**src/rtl/cap_ram_rd_mb_pkg.sv**
```systemverilog
// cap_ram_pkg: shared types for the capture RAM read controller.
//   src_e  : which requester a RAM read belongs to
//   st_e   : debug stream FSM states
//   tag_t  : per-read tag that travels alongside the RAM read latency
//   clog2  : constant-function ceil(log2(v))
package cap_ram_pkg;

    typedef enum logic {
        SRC_HOST = 1'b0,
        SRC_DBG  = 1'b1
    } src_e;

    typedef enum logic [1:0] {
        ST_IDLE   = 2'd0,
        ST_STREAM = 2'd1,
        ST_DRAIN  = 2'd2
    } st_e;

    // Bank select is carried at a fixed generous width so the struct does not
    // depend on NUM_BANKS; only the low clog2(NUM_BANKS) bits are ever nonzero.
    localparam int TAG_BSEL_W = 8;

    typedef struct packed {
        logic                  vld;
        src_e                  src;
        logic [TAG_BSEL_W-1:0] bsel;
        logic                  wide;
    } tag_t;

    function automatic int clog2(input int v);
        int r = 0;
        while ((1 << r) < v) r++;
        return r;
    endfunction

endpackage

```
**src/rtl/bus_delay.sv**
```systemverilog
// bus_delay: fixed-latency register pipeline.
//   clk, rst_n : clock, asynchronous active-high reset (clears every stage)
//   d_i        : W-bit input
//   q_o        : d_i delayed by DEPTH cycles (DEPTH >= 1)
module bus_delay #(
    parameter int W     = 1,
    parameter int DEPTH = 1
) (
    input  logic         clk,
    input  logic         rst_n,
    input  logic [W-1:0] d_i,
    output logic [W-1:0] q_o
);

    logic [DEPTH-1:0][W-1:0] pipe_q;

    always_ff @(posedge clk or posedge rst_n) begin
        if (rst_n) begin
            pipe_q <= '0;
        end else begin
            pipe_q[0] <= d_i;
            for (int i = 1; i < DEPTH; i++) pipe_q[i] <= pipe_q[i-1];
        end
    end

    assign q_o = pipe_q[DEPTH-1];

endmodule

```
**src/rtl/cap_ram_rd_mb_fifo.sv**
```systemverilog
// cap_rd_fifo: synchronous FIFO, DEPTH x W, first-word-fall-through head.
//   clk, rst_n : clock, asynchronous active-high reset
//   push_i     : write din_i (caller guarantees not full)
//   pop_i      : drop head (caller guarantees not empty)
//   dout_o     : current head entry
//   empty_o    : no entries
//   count_o    : number of entries held
module cap_rd_fifo
    import cap_ram_pkg::*;
#(
    parameter  int W     = 64,
    parameter  int DEPTH = 8,
    localparam int PW    = (clog2(DEPTH) < 1) ? 1 : clog2(DEPTH),
    localparam int CW    = clog2(DEPTH + 1)
) (
    input  logic          clk,
    input  logic          rst_n,
    input  logic          push_i,
    input  logic [W-1:0]  din_i,
    input  logic          pop_i,
    output logic [W-1:0]  dout_o,
    output logic          empty_o,
    output logic [CW-1:0] count_o
);

    logic [W-1:0]  mem_q [DEPTH];
    logic [PW-1:0] wptr_q, rptr_q;
    logic [CW-1:0] cnt_q, cnt_d;

    // DEPTH need not be a power of two, so pointers wrap explicitly.
    function automatic logic [PW-1:0] ptr_inc(input logic [PW-1:0] p);
        return (p == PW'(DEPTH - 1)) ? '0 : p + PW'(1);
    endfunction

    always_comb begin
        cnt_d = cnt_q;
        if (push_i && !pop_i)      cnt_d = cnt_q + CW'(1);
        else if (pop_i && !push_i) cnt_d = cnt_q - CW'(1);
    end

    always_ff @(posedge clk or posedge rst_n) begin
        if (rst_n) begin
            wptr_q <= '0;
            rptr_q <= '0;
            cnt_q  <= '0;
        end else begin
            if (push_i) wptr_q <= ptr_inc(wptr_q);
            if (pop_i)  rptr_q <= ptr_inc(rptr_q);
            cnt_q <= cnt_d;
        end
    end

    always_ff @(posedge clk) begin
        if (push_i) mem_q[wptr_q] <= din_i;
    end

    assign dout_o  = mem_q[rptr_q];
    assign empty_o = (cnt_q == '0);
    assign count_o = cnt_q;

endmodule

```
**src/rtl/cap_ram_rd_mb.sv**
```systemverilog
// cap_ram_rd_mb: multi-bank read controller for the capture RAM.
// Serves one-shot host register reads and an auto-incrementing debug stream
// from NUM_BANKS single-port banks, in deep (address MSBs pick a bank) or wide
// (all banks concatenated) store mode.
// Ports:
//   clk, rst_n                 clock, asynchronous active-high reset
//   capture_mode/cap_dbg_mode  stream path active when equal (host reads ignored)
//   store_mode                 1 = wide, 0 = deep
//   capture_max_addr           stream wrap address, inclusive
//   capture_rd_en/_addr        host read strobe/address
//   capture_rd_vld/_data       host read return, data held until next valid
//   dbg_rd_en                  stream enable (level)
//   dbg_rd_vld/_rdy/_data      stream output, ready/valid
//   ram_rd_en/ram_raddr        registered per-bank read enable/address
//   ram_rdata                  per-bank read data, RAM_READ_DELAY after ram_rd_en
// Optional build macro CAP_RD_ADDR_TAG_EN adds capture_rd_addr_o/dbg_rd_addr_o,
// the address of each returned word, aligned with its valid.
module cap_ram_rd_mb
    import cap_ram_pkg::*;
#(
    parameter  int NUM_BANKS      = 4,
    parameter  int BANK_DW        = 16,
    parameter  int BANK_AW        = 13,
    parameter  int RAM_READ_DELAY = 2,
    parameter  int MODE_WIDTH     = 4,
    parameter  int FIFO_DEPTH     = 8,
    localparam int BSEL_W         = clog2(NUM_BANKS),
    localparam int AW             = BANK_AW + BSEL_W,
    localparam int DW             = NUM_BANKS * BANK_DW
) (
    input  logic                         clk,
    input  logic                         rst_n,
    input  logic [MODE_WIDTH-1:0]        capture_mode,
    input  logic [MODE_WIDTH-1:0]        cap_dbg_mode,
    input  logic                         store_mode,
    input  logic [AW-1:0]                capture_max_addr,
    input  logic                         capture_rd_en,
    input  logic [AW-1:0]                capture_rd_addr,
    output logic                         capture_rd_vld,
    output logic [DW-1:0]                capture_rd_data,
    input  logic                         dbg_rd_en,
    output logic                         dbg_rd_vld,
    input  logic                         dbg_rd_rdy,
    output logic [DW-1:0]                dbg_rd_data,
    output logic [NUM_BANKS-1:0]         ram_rd_en,
    output logic [NUM_BANKS*BANK_AW-1:0] ram_raddr,
    input  logic [NUM_BANKS*BANK_DW-1:0] ram_rdata
`ifdef CAP_RD_ADDR_TAG_EN
    ,
    output logic [AW-1:0]                capture_rd_addr_o,
    output logic [AW-1:0]                dbg_rd_addr_o
`endif
);

    localparam int CW = clog2(FIFO_DEPTH + 1);
`ifdef CAP_RD_ADDR_TAG_EN
    localparam int FW = DW + AW;
`else
    localparam int FW = DW;
`endif

    st_e                         state_q, state_d;
    logic [AW-1:0]               ptr_q, ptr_d, ptr_nxt;
    logic [BANK_AW-1:0]          ptr_lo_inc;
    logic [CW-1:0]               infl_q, infl_d, fifo_cnt;
    logic                        fifo_empty, fifo_pop;
    logic [FW-1:0]               fifo_din, fifo_dout;

    logic                        active, host_req, dbg_req, req, credit_ok;
    logic [AW-1:0]               req_addr;
    logic [BSEL_W-1:0]           req_bsel;
    logic [NUM_BANKS-1:0]        ram_rd_en_d, ram_rd_en_q;
    logic [NUM_BANKS*BANK_AW-1:0] ram_raddr_q;
    tag_t                        tag_d, tag_q, ret_tag;

    logic                        host_ret, dbg_ret;
    logic [BANK_DW-1:0]          ret_bank;
    logic [DW-1:0]               ret_data, cap_data_q;
    logic                        cap_vld_q;

    // ---------------- request side ----------------
    always_comb begin
        active    = (capture_mode == cap_dbg_mode);
        host_req  = capture_rd_en && !active;
        // Every outstanding stream read owns a FIFO slot from issue to pop.
        credit_ok = ({1'b0, infl_q} + {1'b0, fifo_cnt}) < (CW+1)'(FIFO_DEPTH);
        // Stream only issues while active, so it never collides with a host read.
        dbg_req   = (state_q == ST_STREAM) && dbg_rd_en && active && credit_ok;
        req       = host_req || dbg_req;
        req_addr  = host_req ? capture_rd_addr
                             : (store_mode ? AW'(ptr_q[BANK_AW-1:0]) : ptr_q);
        req_bsel  = req_addr[AW-1:BANK_AW];

        ram_rd_en_d = '0;
        if (req) begin
            if (store_mode) ram_rd_en_d = '1;
            else            ram_rd_en_d[req_bsel] = 1'b1;
        end

        tag_d.vld  = req;
        tag_d.src  = host_req ? SRC_HOST : SRC_DBG;
        tag_d.bsel = TAG_BSEL_W'(req_bsel);
        tag_d.wide = store_mode;
    end

    always_ff @(posedge clk or posedge rst_n) begin
        if (rst_n) begin
            ram_rd_en_q <= '0;
            ram_raddr_q <= '0;
            tag_q       <= '0;
        end else begin
            ram_rd_en_q <= ram_rd_en_d;
            if (req) ram_raddr_q <= {NUM_BANKS{req_addr[BANK_AW-1:0]}};
            tag_q       <= tag_d;
        end
    end

    assign ram_rd_en = ram_rd_en_q;
    assign ram_raddr = ram_raddr_q;

    // Tag lines up with ram_rdata: one register stage above plus the RAM latency.
    bus_delay #(.W($bits(tag_t)), .DEPTH(RAM_READ_DELAY)) u_tag_dly (
        .clk   (clk),
        .rst_n (rst_n),
        .d_i   (tag_q),
        .q_o   (ret_tag)
    );

    // ---------------- return side: routed by tag, not by current mode ----------------
    always_comb begin
        host_ret = ret_tag.vld && (ret_tag.src == SRC_HOST);
        dbg_ret  = ret_tag.vld && (ret_tag.src == SRC_DBG);
        ret_bank = ram_rdata[ret_tag.bsel*BANK_DW +: BANK_DW];
        ret_data = ret_tag.wide ? ram_rdata : DW'(ret_bank);
    end

    always_ff @(posedge clk or posedge rst_n) begin
        if (rst_n) begin
            cap_vld_q  <= 1'b0;
            cap_data_q <= '0;
        end else begin
            cap_vld_q <= host_ret;
            if (host_ret) cap_data_q <= ret_data;
        end
    end

    assign capture_rd_vld  = cap_vld_q;
    assign capture_rd_data = cap_data_q;

    // ---------------- stream FIFO ----------------
    assign fifo_pop = !fifo_empty && dbg_rd_rdy;

    cap_rd_fifo #(.W(FW), .DEPTH(FIFO_DEPTH)) u_fifo (
        .clk     (clk),
        .rst_n   (rst_n),
        .push_i  (dbg_ret),
        .din_i   (fifo_din),
        .pop_i   (fifo_pop),
        .dout_o  (fifo_dout),
        .empty_o (fifo_empty),
        .count_o (fifo_cnt)
    );

    assign dbg_rd_vld  = !fifo_empty;
    // Gated so the output reads zero out of reset even though FIFO storage is not cleared.
    assign dbg_rd_data = fifo_empty ? '0 : fifo_dout[DW-1:0];

`ifdef CAP_RD_ADDR_TAG_EN
    logic [AW-1:0] addr_q, ret_addr, cap_addr_q;

    always_ff @(posedge clk or posedge rst_n) begin
        if (rst_n) begin
            addr_q     <= '0;
            cap_addr_q <= '0;
        end else begin
            addr_q <= req_addr;
            if (host_ret) cap_addr_q <= ret_addr;
        end
    end

    bus_delay #(.W(AW), .DEPTH(RAM_READ_DELAY)) u_addr_dly (
        .clk   (clk),
        .rst_n (rst_n),
        .d_i   (addr_q),
        .q_o   (ret_addr)
    );

    assign fifo_din          = {ret_addr, ret_data};
    assign capture_rd_addr_o = cap_addr_q;
    assign dbg_rd_addr_o     = fifo_empty ? '0 : fifo_dout[FW-1:DW];
`else
    assign fifo_din = ret_data;
`endif

    // ---------------- in-flight stream reads ----------------
    always_comb begin
        infl_d = infl_q;
        if (dbg_req && !dbg_ret)      infl_d = infl_q + CW'(1);
        else if (!dbg_req && dbg_ret) infl_d = infl_q - CW'(1);
    end

    // ---------------- stream FSM ----------------
    always_comb begin
        state_d    = state_q;
        ptr_d      = ptr_q;
        ptr_lo_inc = ptr_q[BANK_AW-1:0] + BANK_AW'(1);
        // A pointer already past the limit never matches and wraps through all-ones.
        if (store_mode)
            ptr_nxt = (ptr_q[BANK_AW-1:0] == capture_max_addr[BANK_AW-1:0]) ? '0 : AW'(ptr_lo_inc);
        else
            ptr_nxt = (ptr_q == capture_max_addr) ? '0 : ptr_q + AW'(1);

        case (state_q)
            ST_IDLE: begin
                ptr_d = '0;
                if (dbg_rd_en && active) state_d = ST_STREAM;
            end
            ST_STREAM: begin
                if (dbg_req) ptr_d = ptr_nxt;
                if (!dbg_rd_en || !active) state_d = ST_DRAIN;
            end
            ST_DRAIN: begin
                if (infl_q == '0 && fifo_empty) begin
                    state_d = ST_IDLE;
                    ptr_d   = '0;
                end
            end
            default: state_d = ST_IDLE;
        endcase
    end

    always_ff @(posedge clk or posedge rst_n) begin
        if (rst_n) begin
            state_q <= ST_IDLE;
            ptr_q   <= '0;
            infl_q  <= '0;
        end else begin
            state_q <= state_d;
            ptr_q   <= ptr_d;
            infl_q  <= infl_d;
        end
    end

endmodule

```
**config.mk**
```make
export PLATFORM = sky130hd
export DESIGN_NAME = cap_ram_rd_mb
export DESIGN_NICKNAME = d
export VERILOG_FILES = /design/src/rtl/cap_ram_rd_mb_pkg.sv /design/src/rtl/bus_delay.sv /design/src/rtl/cap_ram_rd_mb_fifo.sv /design/src/rtl/cap_ram_rd_mb.sv
export SDC_FILE = /design/constraint.sdc
export NUM_CORES = 1
export LEC_CHECK = 0
export ABC_CLOCK_PERIOD_IN_PS = 9650
export CAP_MARGIN = 25
export CORE_MARGIN = 4
export CORE_UTILIZATION = 40
export CTS_CLUSTER_DIAMETER = 50
export DETAILED_ROUTE_END_ITERATION = 10
export PLACE_DENSITY = 0.61
export SYNTH_ARGS = -nofsm -noshare
export SYNTH_HDL_FRONTEND = slang
export SYNTH_SLANG_ARGS = --single-unit
```
**constraint.sdc**
```tcl
create_clock -name clk -period 9.65 [get_ports clk]
set_input_delay 0.965 -clock clk [delete_from_list [all_inputs] [get_ports clk]]
set_output_delay 0.965 -clock clk [all_outputs]
set_load 0.01 [all_outputs]
```
==> impl_metrics.toml <==
[sta]
worstMarginPinSlew_ns = 1.000
fmax_ghz = 0.1958
relSlewSlack = 0.3333
rsz0062_at_grt = "false"
slew_viol_final = 0
setup_tns_ns = 0
fin_worst_skew_ns = 0.03047
fin_crit_ns = 5.108
finalHoldViolCount = 0
setup_ws_ns = 4.542
fin_crit_sh = 0.5293
setup_viol = 0

[clock_tree]
post-cts-setup-buffers = 0
cts_tree = "yes"
root_buffer = "clkbuf_16"
cts_sinks = 640
insertion_delay_ns = 0.61
cts_buffers = 76
cts_resized = 0
hold_buffers = 0
path_clk_slew_ns = 0.06
clockBufferDepth = 3
htreeDepth = 3

[route]
avgRoutedWirePerCell_um = 25.93
drtAntennaViolNets = 0
vias = 14470
via_per_inst = 5.437
drt_iter0_drc = 1040
routed_wl_um = 69030
drc = 0
firstDrtPassIters = 5

[placement]
place.gp.congestion = 0.8357
port_buffers = 293
placed_cell_area_um2 = 29870
dpl.cell_count = 2519
pre_cts_slack_ns = 5.130
dp_hpwl_um = 42610

[logic_synthesis]
netlist_area_um2 = 26210
synth-edff-count = 512
synth_ff_type = "edfxtp_1"
ys_async_sr_fraction = 0.2000
netlist_instances = 1466
synth_nets = 1590
synth-seq-cells = 640
ys_warn_count = 0
avgSynthCellArea_um2 = 17.88
yosysUniqueCellTypes = 48
ys_seq_area_frac = 0.7089

[die]
dieArea_um2 = 69670
num_rows = 93
coreArea_um2 = 64700
start_util = 0.4051
die_h_um = 264.0
io_pins = 294
die_x_um = 264.0

[grt]
grt_max_degree = 119
track_usage = 0.1979
grt_pass1_vias = 15420
grt_pass1_wl_um = 102800
grt_overflow = 0
antenna_found_initial = 10

[critical_path]
critical_path_class = "reg2out"
startpoint_type = "flip-flop"
cp-end-kind = "output port"
cp.required_ns = 8.69
crit_arrival_ns = 4.14
crit_fanout = 51

[power_and_ir_drop]
leakagePower_nw = 11.35
power_density_nw_per_um2 = 275.4
irDropWorstVdd_mv = 0.2600
totalPowerFinal_mw = 8.950

[cells_and_area]
final_cell_mix = "edfxtp_1 (512), clkdlybuf4s50_1 (293), mux4_2 (128), dfrtp_1 (124), nor2_1 (107)"
layout_commonest_cell = "edfxtp_1"
stdcell_count = 2662
synthToLayoutAreaGrowth_pct = 24.00
design_area_um2 = 32490
nNetsFinal = 1868
drive_above_1_share = 0.2042
num_antenna_cells = 0

[run]
cap_violations = 0

[run_status]
status = "finished clean"

[hold_path]
hold_class = "reg2reg"
==> Yosys cell counts (4+ instances only) <==
master	count	area (um^2)
nand2b_1	8	50.05
mux2i_1	82	820.8
inv_1	11	41.29
edfxtp_1	512	15370
buf_4	41	307.8
nand4_1	5	31.28
o211ai_1	12	90.09
nor4_1	4	25.02
a21oi_1	28	140.1
nor2b_1	4	25.02
mux2_2	69	777.0
a31oi_1	14	87.58
and2_1	48	300.3
buf_1	10	37.54
nor3_1	12	60.06
nand2_1	48	180.2
xnor2_1	19	166.4
buf_2	26	130.1
ha_1	14	175.2
xor2_1	10	87.58
clkbuf_1	43	161.4
a21o_1	4	30.03
o311ai_1	9	78.83
nand3_1	5	25.02
mux4_2	128	2883
nor2_1	110	412.9
o22a_1	16	140.1
o21ai_0	20	100.1
dfrtp_1	128	3203
==> cell families (layout without fill, tap and decap cells) <==
kind of cell               after synthesis  count (layout)  share of synthesized area
buffers and inverters                  134             475                    0.02664
AOI/OAI and AO/OA                      113             113                    0.02951
adders and majority gates               16              16                   0.008212
DFF                                    640             640                     0.7089
muxes                                  279             279                     0.1710
xor gates and xnor gates                29              29                   0.009692
and+or+nand+nor                        255             255                    0.04607
==> cell type report <==
type | instances | area (um^2)
repair buffers | 322 | 3203
multi-input cells | 692 | 6988
clock buffers | 102 | 2160
flip-flops and latches | 640 | 18590
inverters | 12 | 50.05
well taps | 855 | 1070
clock inverters | 39 | 434.2
fillers | 5358 | 32200
==> metal layers <==
layer,global-route usage,up-vias,wire length (um)
met3,0.06454,90,5983
met1,0.2632,7613,28480
met5,0,-,111
met4,0.04526,18,1104
li1,-,6245,-
met2,0.3204,506,33350
==> power breakdown <==
group / internal (mW) / total, mW / switching (mW)
logic: 1.35 / 2.60 / 1.24
clock network: 1.73 / 2.89 / 1.16
registers: 3.25 / 3.46 / 0.213
==> state kept, by name, summed over array words and instances, names as in the netlist <==
register / count
ram_raddr: 13
capture_rd_vld: 1
u_fifo.rptr_q: 3
ptr_q: 15
tag_q: 5
u_fifo.count_o: 4
u_fifo.mem_q: 512
state_q: 2
u_tag_dly.pipe_q: 5
ram_rd_en: 4
u_tag_dly.q_o: 5
u_fifo.wptr_q: 3
infl_q: 4
capture_rd_data: 64
==> path summary, 6_finish.rpt <==
| path | depth (start not counted) | slack [ns] | start | end |
|---|---|---|---|---|
| min in group asynchronous | 2 | 0.79 | rst_n | ram_rd_en[2] |
| worst max-delay path | 6 | 4.54 | u_fifo.rptr_q[1] | dbg_rd_data[8] |
| max in group asynchronous | 4 | 7.74 | rst_n | u_tag_dly.q_o[0] |
| worst min-delay path | 0 | 0.35 | u_tag_dly.pipe_q[10] | u_tag_dly.q_o[10] |
| worst min register to register | 0 | 0.35 | u_tag_dly.pipe_q[10] | u_tag_dly.q_o[10] |
| worst max register to register | 13 | 6.67 | u_fifo.count_o[3] | infl_q[3] |
==> critical path, stage by stage (launching register included) <==
cell and delay, ns:
dfrtp_4 0.98, buf_4 0.55, buf_4 0.67, mux4_2 0.33, mux2i_1 0.07, nor2_1 0.26
clkdlybuf4s50_1 0.59
==> stage by stage <==
step / hold WS, ns / util
after floorplan: 0.3312 / -
after global placement: 0.3334 / 0.4612
after detailed placement: 0.3378 / 0.4616
after CTS: 0.3522 / 0.5017
after global routing: 0.3567 / 0.5023
final: 0.3512 / 0.5023
Note: power is estimated with default switching activity, not from simulation.
